**src/rtl/if_fetch_stage.sv**
```systemverilog
// Instruction-fetch stage: owns the PC, keeps one request outstanding to instruction memory and
// feeds {PC, instr, valid} to IF/ID through registered outputs plus a 1-entry skid buffer.
// Optional misaligned-redirect trap: define IF_MISALIGN_CHK_EN.
module if_fetch_stage #(
    parameter logic [31:0] RESET_PC  = 32'h0000_0000,
    parameter logic [31:0] NOP_INSTR = 32'h0000_0013
) (
    input  logic        clk,
    input  logic        rst,
    input  logic        stall,
    input  logic        redirect,
    input  logic [31:0] redirect_pc,
    output logic        imem_req,
    output logic [31:0] imem_addr,
    input  logic        imem_rvalid,
    input  logic [31:0] imem_rdata,
    output logic [31:0] PC_out,
    output logic [31:0] instr_out,
    output logic        valid_out,
    output logic        fetch_misalign
);

`ifdef IF_MISALIGN_CHK_EN
    typedef enum logic [1:0] {ST_FETCH, ST_WAIT, ST_HOLD, ST_ERR} state_t;
`else
    typedef enum logic [1:0] {ST_FETCH, ST_WAIT, ST_HOLD} state_t;
`endif

    state_t      state_reg, state_next;
    logic [31:0] pc_reg, pc_next;
    logic        kill_reg, kill_next;
    logic        misalign_reg, misalign_next;
    logic [31:0] skid_pc_reg, skid_instr_reg;
    logic [31:0] pc_out_reg, instr_out_reg;
    logic        valid_out_reg;

    logic [31:0] redir_target;
    logic        redir_bad;
    logic        in_err;
    logic        load_mem, load_skid, to_skid;

`ifdef IF_MISALIGN_CHK_EN
    assign redir_target = redirect_pc;
    assign redir_bad    = redirect && (redirect_pc[1:0] != 2'b00);
    assign in_err       = (state_reg == ST_ERR);
`else
    // Without the trap, targets are silently word-aligned.
    logic unused_redirect_lsbs;
    assign unused_redirect_lsbs = ^redirect_pc[1:0];
    assign redir_target = {redirect_pc[31:2], 2'b00};
    assign redir_bad    = 1'b0;
    assign in_err       = 1'b0;
`endif

    always_comb begin
        state_next    = state_reg;
        pc_next       = pc_reg;
        kill_next     = kill_reg;
        misalign_next = misalign_reg;
        imem_req      = 1'b0;
        imem_addr     = pc_reg;
        load_mem      = 1'b0;
        load_skid     = 1'b0;
        to_skid       = 1'b0;
        case (state_reg)
            ST_FETCH: begin
                // A redirect in FETCH is forwarded straight to memory: no extra penalty.
                if (!rst && !redir_bad) begin
                    imem_req   = 1'b1;
                    imem_addr  = redirect ? redir_target : pc_reg;
                    pc_next    = redirect ? redir_target : pc_reg;
                    state_next = ST_WAIT;
                end
            end
            ST_WAIT: begin
                if (imem_rvalid) begin
                    if (kill_reg || redirect) begin
                        kill_next  = 1'b0;
                        state_next = ST_FETCH;
                        if (redirect)
                            pc_next = redir_target;
                    end else if (!valid_out_reg || !stall) begin
                        load_mem   = 1'b1;
                        pc_next    = pc_reg + 32'd4;
                        state_next = ST_FETCH;
                    end else begin
                        to_skid    = 1'b1;
                        pc_next    = pc_reg + 32'd4;
                        state_next = ST_HOLD;
                    end
                end else if (redirect) begin
                    // Response still in flight: remember to drop it when it lands.
                    pc_next   = redir_target;
                    kill_next = 1'b1;
                end
            end
            ST_HOLD: begin
                if (redirect) begin
                    pc_next    = redir_target;
                    state_next = ST_FETCH;
                end else if (!stall) begin
                    load_skid  = 1'b1;
                    state_next = ST_FETCH;
                end
            end
`ifdef IF_MISALIGN_CHK_EN
            ST_ERR: begin
                if (redirect && !redir_bad) begin
                    pc_next       = redir_target;
                    misalign_next = 1'b0;
                    state_next    = ST_FETCH;
                end
            end
`endif
            default: state_next = ST_FETCH;
        endcase
`ifdef IF_MISALIGN_CHK_EN
        if (redir_bad) begin
            state_next    = ST_ERR;
            misalign_next = 1'b1;
            kill_next     = 1'b0;
        end
`endif
    end

    always_ff @(posedge clk) begin
        if (rst) begin
            state_reg      <= ST_FETCH;
            pc_reg         <= RESET_PC;
            kill_reg       <= 1'b0;
            misalign_reg   <= 1'b0;
            skid_pc_reg    <= 32'd0;
            skid_instr_reg <= NOP_INSTR;
            pc_out_reg     <= 32'd0;
            instr_out_reg  <= NOP_INSTR;
            valid_out_reg  <= 1'b0;
        end else begin
            state_reg    <= state_next;
            pc_reg       <= pc_next;
            kill_reg     <= kill_next;
            misalign_reg <= misalign_next;
            if (to_skid) begin
                skid_pc_reg    <= pc_reg;
                skid_instr_reg <= imem_rdata;
            end
            // Redirect beats stall; the trap keeps the faulting target visible on PC_out.
            if (redir_bad) begin
                pc_out_reg    <= redirect_pc;
                instr_out_reg <= NOP_INSTR;
                valid_out_reg <= 1'b0;
            end else if (redirect) begin
                pc_out_reg    <= 32'd0;
                instr_out_reg <= NOP_INSTR;
                valid_out_reg <= 1'b0;
            end else if (load_mem) begin
                pc_out_reg    <= pc_reg;
                instr_out_reg <= imem_rdata;
                valid_out_reg <= 1'b1;
            end else if (load_skid) begin
                pc_out_reg    <= skid_pc_reg;
                instr_out_reg <= skid_instr_reg;
                valid_out_reg <= 1'b1;
            end else if (!stall && !in_err) begin
                pc_out_reg    <= 32'd0;
                instr_out_reg <= NOP_INSTR;
                valid_out_reg <= 1'b0;
            end
        end
    end

    assign PC_out         = pc_out_reg;
    assign instr_out      = instr_out_reg;
    assign valid_out      = valid_out_reg;
    assign fetch_misalign = misalign_reg;

endmodule
```
**config.mk**
```make
export PLATFORM = sky130hd
export DESIGN_NAME = if_fetch_stage
export DESIGN_NICKNAME = d
export VERILOG_FILES = /design/src/rtl/if_fetch_stage.sv
export SDC_FILE = /design/constraint.sdc
export NUM_CORES = 1
export LEC_CHECK = 0
export BUFFER_PORTS_ARGS = -buffer_cell sky130_fd_sc_hd__buf_2
export CAP_MARGIN = 0
export CORE_MARGIN = 2
export CORE_UTILIZATION = 56
export CTS_BUF_LIST = sky130_fd_sc_hd__clkbuf_4 sky130_fd_sc_hd__clkbuf_8
export DETAILED_ROUTE_END_ITERATION = 7
export GPL_ROUTABILITY_DRIVEN = 1
export GPL_TIMING_DRIVEN = 0
export PLACE_DENSITY = 0.93
export SLEW_MARGIN = 20
export SYNTH_ARGS = -nofsm -noshare
export SYNTH_HDL_FRONTEND = slang
export SYNTH_SLANG_ARGS = --single-unit
```
**constraint.sdc**
```tcl
create_clock -name clk -period 3.4 [get_ports clk]
set_clock_uncertainty 0.15 [all_clocks]
set_input_delay 0.17 -clock clk [delete_from_list [all_inputs] [get_ports clk]]
set_output_delay 0.17 -clock clk [all_outputs]
set_load 0.01 [all_outputs]
```
==> summary.txt <==
CTS
  – CTS H-tree lvls: 4
  – Insertion delay to the later sink of the worst-skew pair: 0.48 ns
  – Sink Count: 164
  – Clk slew on worst S/H paths: 0.10 ns
  – Clk root buf: clkbuf_8
  – Longest Clk Path Bufs: 2
  – Total CTS buffers: 17
  – CTS tree: built

Finish
  – ANT cells: 0
  – Most frequent cells in the layout: nand2_1, buf_2, dfxtp_1
  – Commonest non-fill, non-tap cell in the layout: nand2_1
  – Layout area overhead: 27.47%
  – Core Util, Final: 72.45%
  – Fin cells: 1349
  – Layout Nets: 1230
  – Layout cell share with drive strength beyond 1: 20.89%
  – Design Area, Final: 9480 um^2
  – FILL cells: 919

Power
  – Internal power: 2.944 mW
  – Switch Pwr: 1.174 mW
  – Power density cells: 434.4 nW/um^2
  – Worst vdd ir: 0.2466 mV
  – Leak Pwr: 3.751 nW
  – Tot Pwr: 4.118 mW
  – Clock power frac: 37.4%
  – Sequential cell fraction of total power: 49.0%
  – Net Sw Frac: 28.52%
  – Comb pwr share: 13.7%

Placement
  – DP Area: 8468 um^2
  – GP Congestion: 0.9659
  – Final HPWL DP: 16900 um
  – Post-Place Worst Slack: 0.4815 ns
  – Port Buf Inserts: 162
  – DP Cell Count: 1259

Detailed routing
  – First-pass detailed-route iteration total: 6
  – WL/cell: 19.94 um
  – Remaining DRCs: 0
  – DRT antenna net count: 0
  – Avg Vias per Cell: 6.502
  – Violation count after the first detailed-route iteration: 1448
  – Via Count: 8771
  – Final wirelength: 26900 um

Yosys
  – EDFF count, synth: 0
  – Flops & latches, synth: 164
  – Synth Flop Type: dfxtp_1
  – Synth unique cells: 61
  – Post-Syn Area per Cell: 8.075 um^2
  – Synth warnings: 0
  – Gate Count Post-Synth: 921
  – Netlist Area Pre-Place: 7437 um^2
  – Synth Net Count: 991
  – Post-synthesis sequential area ratio: 44.15%
  – Synth async-reset ratio: 0%

Flow run
  – Maxcap violations: 0

Global route
  – Vias in the first global route: 8229
  – Largest net degree at the start of global routing: 17
  – GR Overflow Total: 0
  – Initial antenna violation count: 0
  – Global-route wire length before repair: 41280 um
  – Total GRT Usage: 36.76%

Timing
  – Slack of the critical path: 0.07397 ns
  – Fin. max-slew vios: 0
  – Relative slew slack: 39.78%
  – Final hold slack: 0.05158 ns
  – Slew at the pin closest to its max-slew limit: 0.8973 ns
  – Period utilisation layout: 97.82%
  – Shortest period the worst path allows: 3.326 ns
  – Setup_tns: 0 ns
  – Final hold viol count: 0
  – Final Setup Violations: 0
  – RSZ-0062 raised after global routing: false
  – Maximum clock rate: 300.7 MHz

Critical path
  – Most frequent CP cell: buf_2
  – Req. time, crit path: 3.08 ns
  – CP Launch Type: flop
  – Worst EP arrival: 3.01 ns
  – CP Capture Type: output pin
  – Crit-path max FO: 10
  – CP top delay family: buffers and inverters
  – Crit-path cells: buf_2 -> nor3_2 -> and2_1 -> clkbuf_1 -> buf_2 -> mux2_2 -> buf_2
  – Worst path bufs/invs: 4
  – Critical Setup Path Class: flop to output pin
  – Critical path's largest stage delay: 0.47 ns
  – Worst path slowest cell: nor3_2

Floorplanning
  – Die W: 119.2 um
  – FP Rows: 42
  – CORE AREA: 13090 um^2
  – Initial Utilization: 56.84%
  – Die Height: 119.2 um
  – Die area: 14220 um^2
  – Top Ports: 168

Status
  – Run status: finished, final reports clean

Min path
  – Min-delay worst type: primary input to flop
cells in the mapped netlist, types with 4 or more instances:
| cell | number | share of area [%] |
|---|---|---|
| nor2_1 | 89 | 4.5 |
| o21ai_0 | 25 | 1.7 |
| nor4_1 | 6 | 0.50 |
| buf_2 | 4 | 0.27 |
| a221oi_1 | 62 | 7.3 |
| nor3_1 | 62 | 4.2 |
| a211oi_1 | 15 | 1.5 |
| nand2_1 | 169 | 8.5 |
| mux2i_1 | 13 | 1.7 |
| o211ai_1 | 5 | 0.50 |
| o221ai_1 | 7 | 0.82 |
| a22oi_1 | 5 | 0.50 |
| clkbuf_8 | 5 | 0.93 |
| inv_1 | 9 | 0.45 |
| nand3_1 | 17 | 1.1 |
| a21oi_1 | 86 | 5.8 |
| mux2_2 | 22 | 3.3 |
| dfxtp_1 | 164 | 44 |
| nand4_1 | 10 | 0.84 |
| clkbuf_1 | 70 | 3.5 |
| and3_1 | 10 | 0.84 |
| o22ai_1 | 7 | 0.59 |
routing by layer:
layer  global-route usage, %  vias to the layer above  wire length [um]
li1                        -                     3804                 -
met1                   45.45                     3969              9729
met2                   57.33                      807             12270
met3                   7.711                      191              3107
met4                   25.45                        0              1799
met5                       0                        -                 0
final timing paths:
path | endpoint | slack [ns] | depth (start not counted) | startpoint
worst max-delay path | imem_addr[24] | 0.07 | 7 | state_reg[0]
worst min-delay path | pc_reg[19] | 0.05 | 4 | redirect_pc[19]
worst max register to register | PC_out[19] | 0.41 | 8 | state_reg[0]
worst min register to register | skid_pc_reg[9] | 0.31 | 2 | skid_pc_reg[9]
cell type report:
type                            count  area, um^2  share of cell area, %
Clock inverter                     15       191.4                  2.019
Sequential cell                   164        3283                  34.63
Clock buffer                       17       234.0                  2.468
Multi-Input combinational cell    658        3694                  38.96
Buffer                             89       429.2                  4.527
Inverter                           10       37.54                 0.3959
Timing Repair Buffer              220        1391                  14.68
Tap cell                          176       220.2                  2.323
kinds of logic (layout without fill, tap and decap cells):
logic type / after synthesis / in the layout / synth area share [%]
muxes: 35 / 35 / 5.081
AOI/OAI and AO/OA: 235 / 235 / 21.27
DFF: 164 / 164 / 44.15
and+or+nand+nor: 386 / 386 / 23.03
buffers and inverters: 99 / 351 / 6.258
adders and majority gates: 1 / 1 / 0.1682
other: 1 / 1 / 0.05042
repair_timing:
item | in CTS | in global routing
hold endpoints to repair | 90 | 0
buffers inserted | 0 | 0
resized for setup | 1 | 2
cloned | 0 | 0
hold buffers | 58 | 0
setup endpoints to repair | 19 | 1
power groups by stage:
stage | Sequential [mW] | Clock, mW | Combinational (mW)
after CTS | 2.01 | 1.53 | 0.534
after global placement | 2.05 | 0 | 0.464
after floorplan | 2.05 | 0 | 0.285
after detailed placement | 2.05 | 0 | 0.477
final | 2.02 | 1.54 | 0.562
after global routing | 2.02 | 1.61 | 0.593
worst register-to-register path: cells and delay by family, from the launching register on:
| kind | cells | cell delay, ns |
|---|---|---|
| flops | 1 | 0.35 |
| compound gates | 2 | 0.78 |
| simple gates | 3 | 0.65 |
| buf+inv | 3 | 0.99 |
No activity file was read; power rests on OpenSTA's default activity.
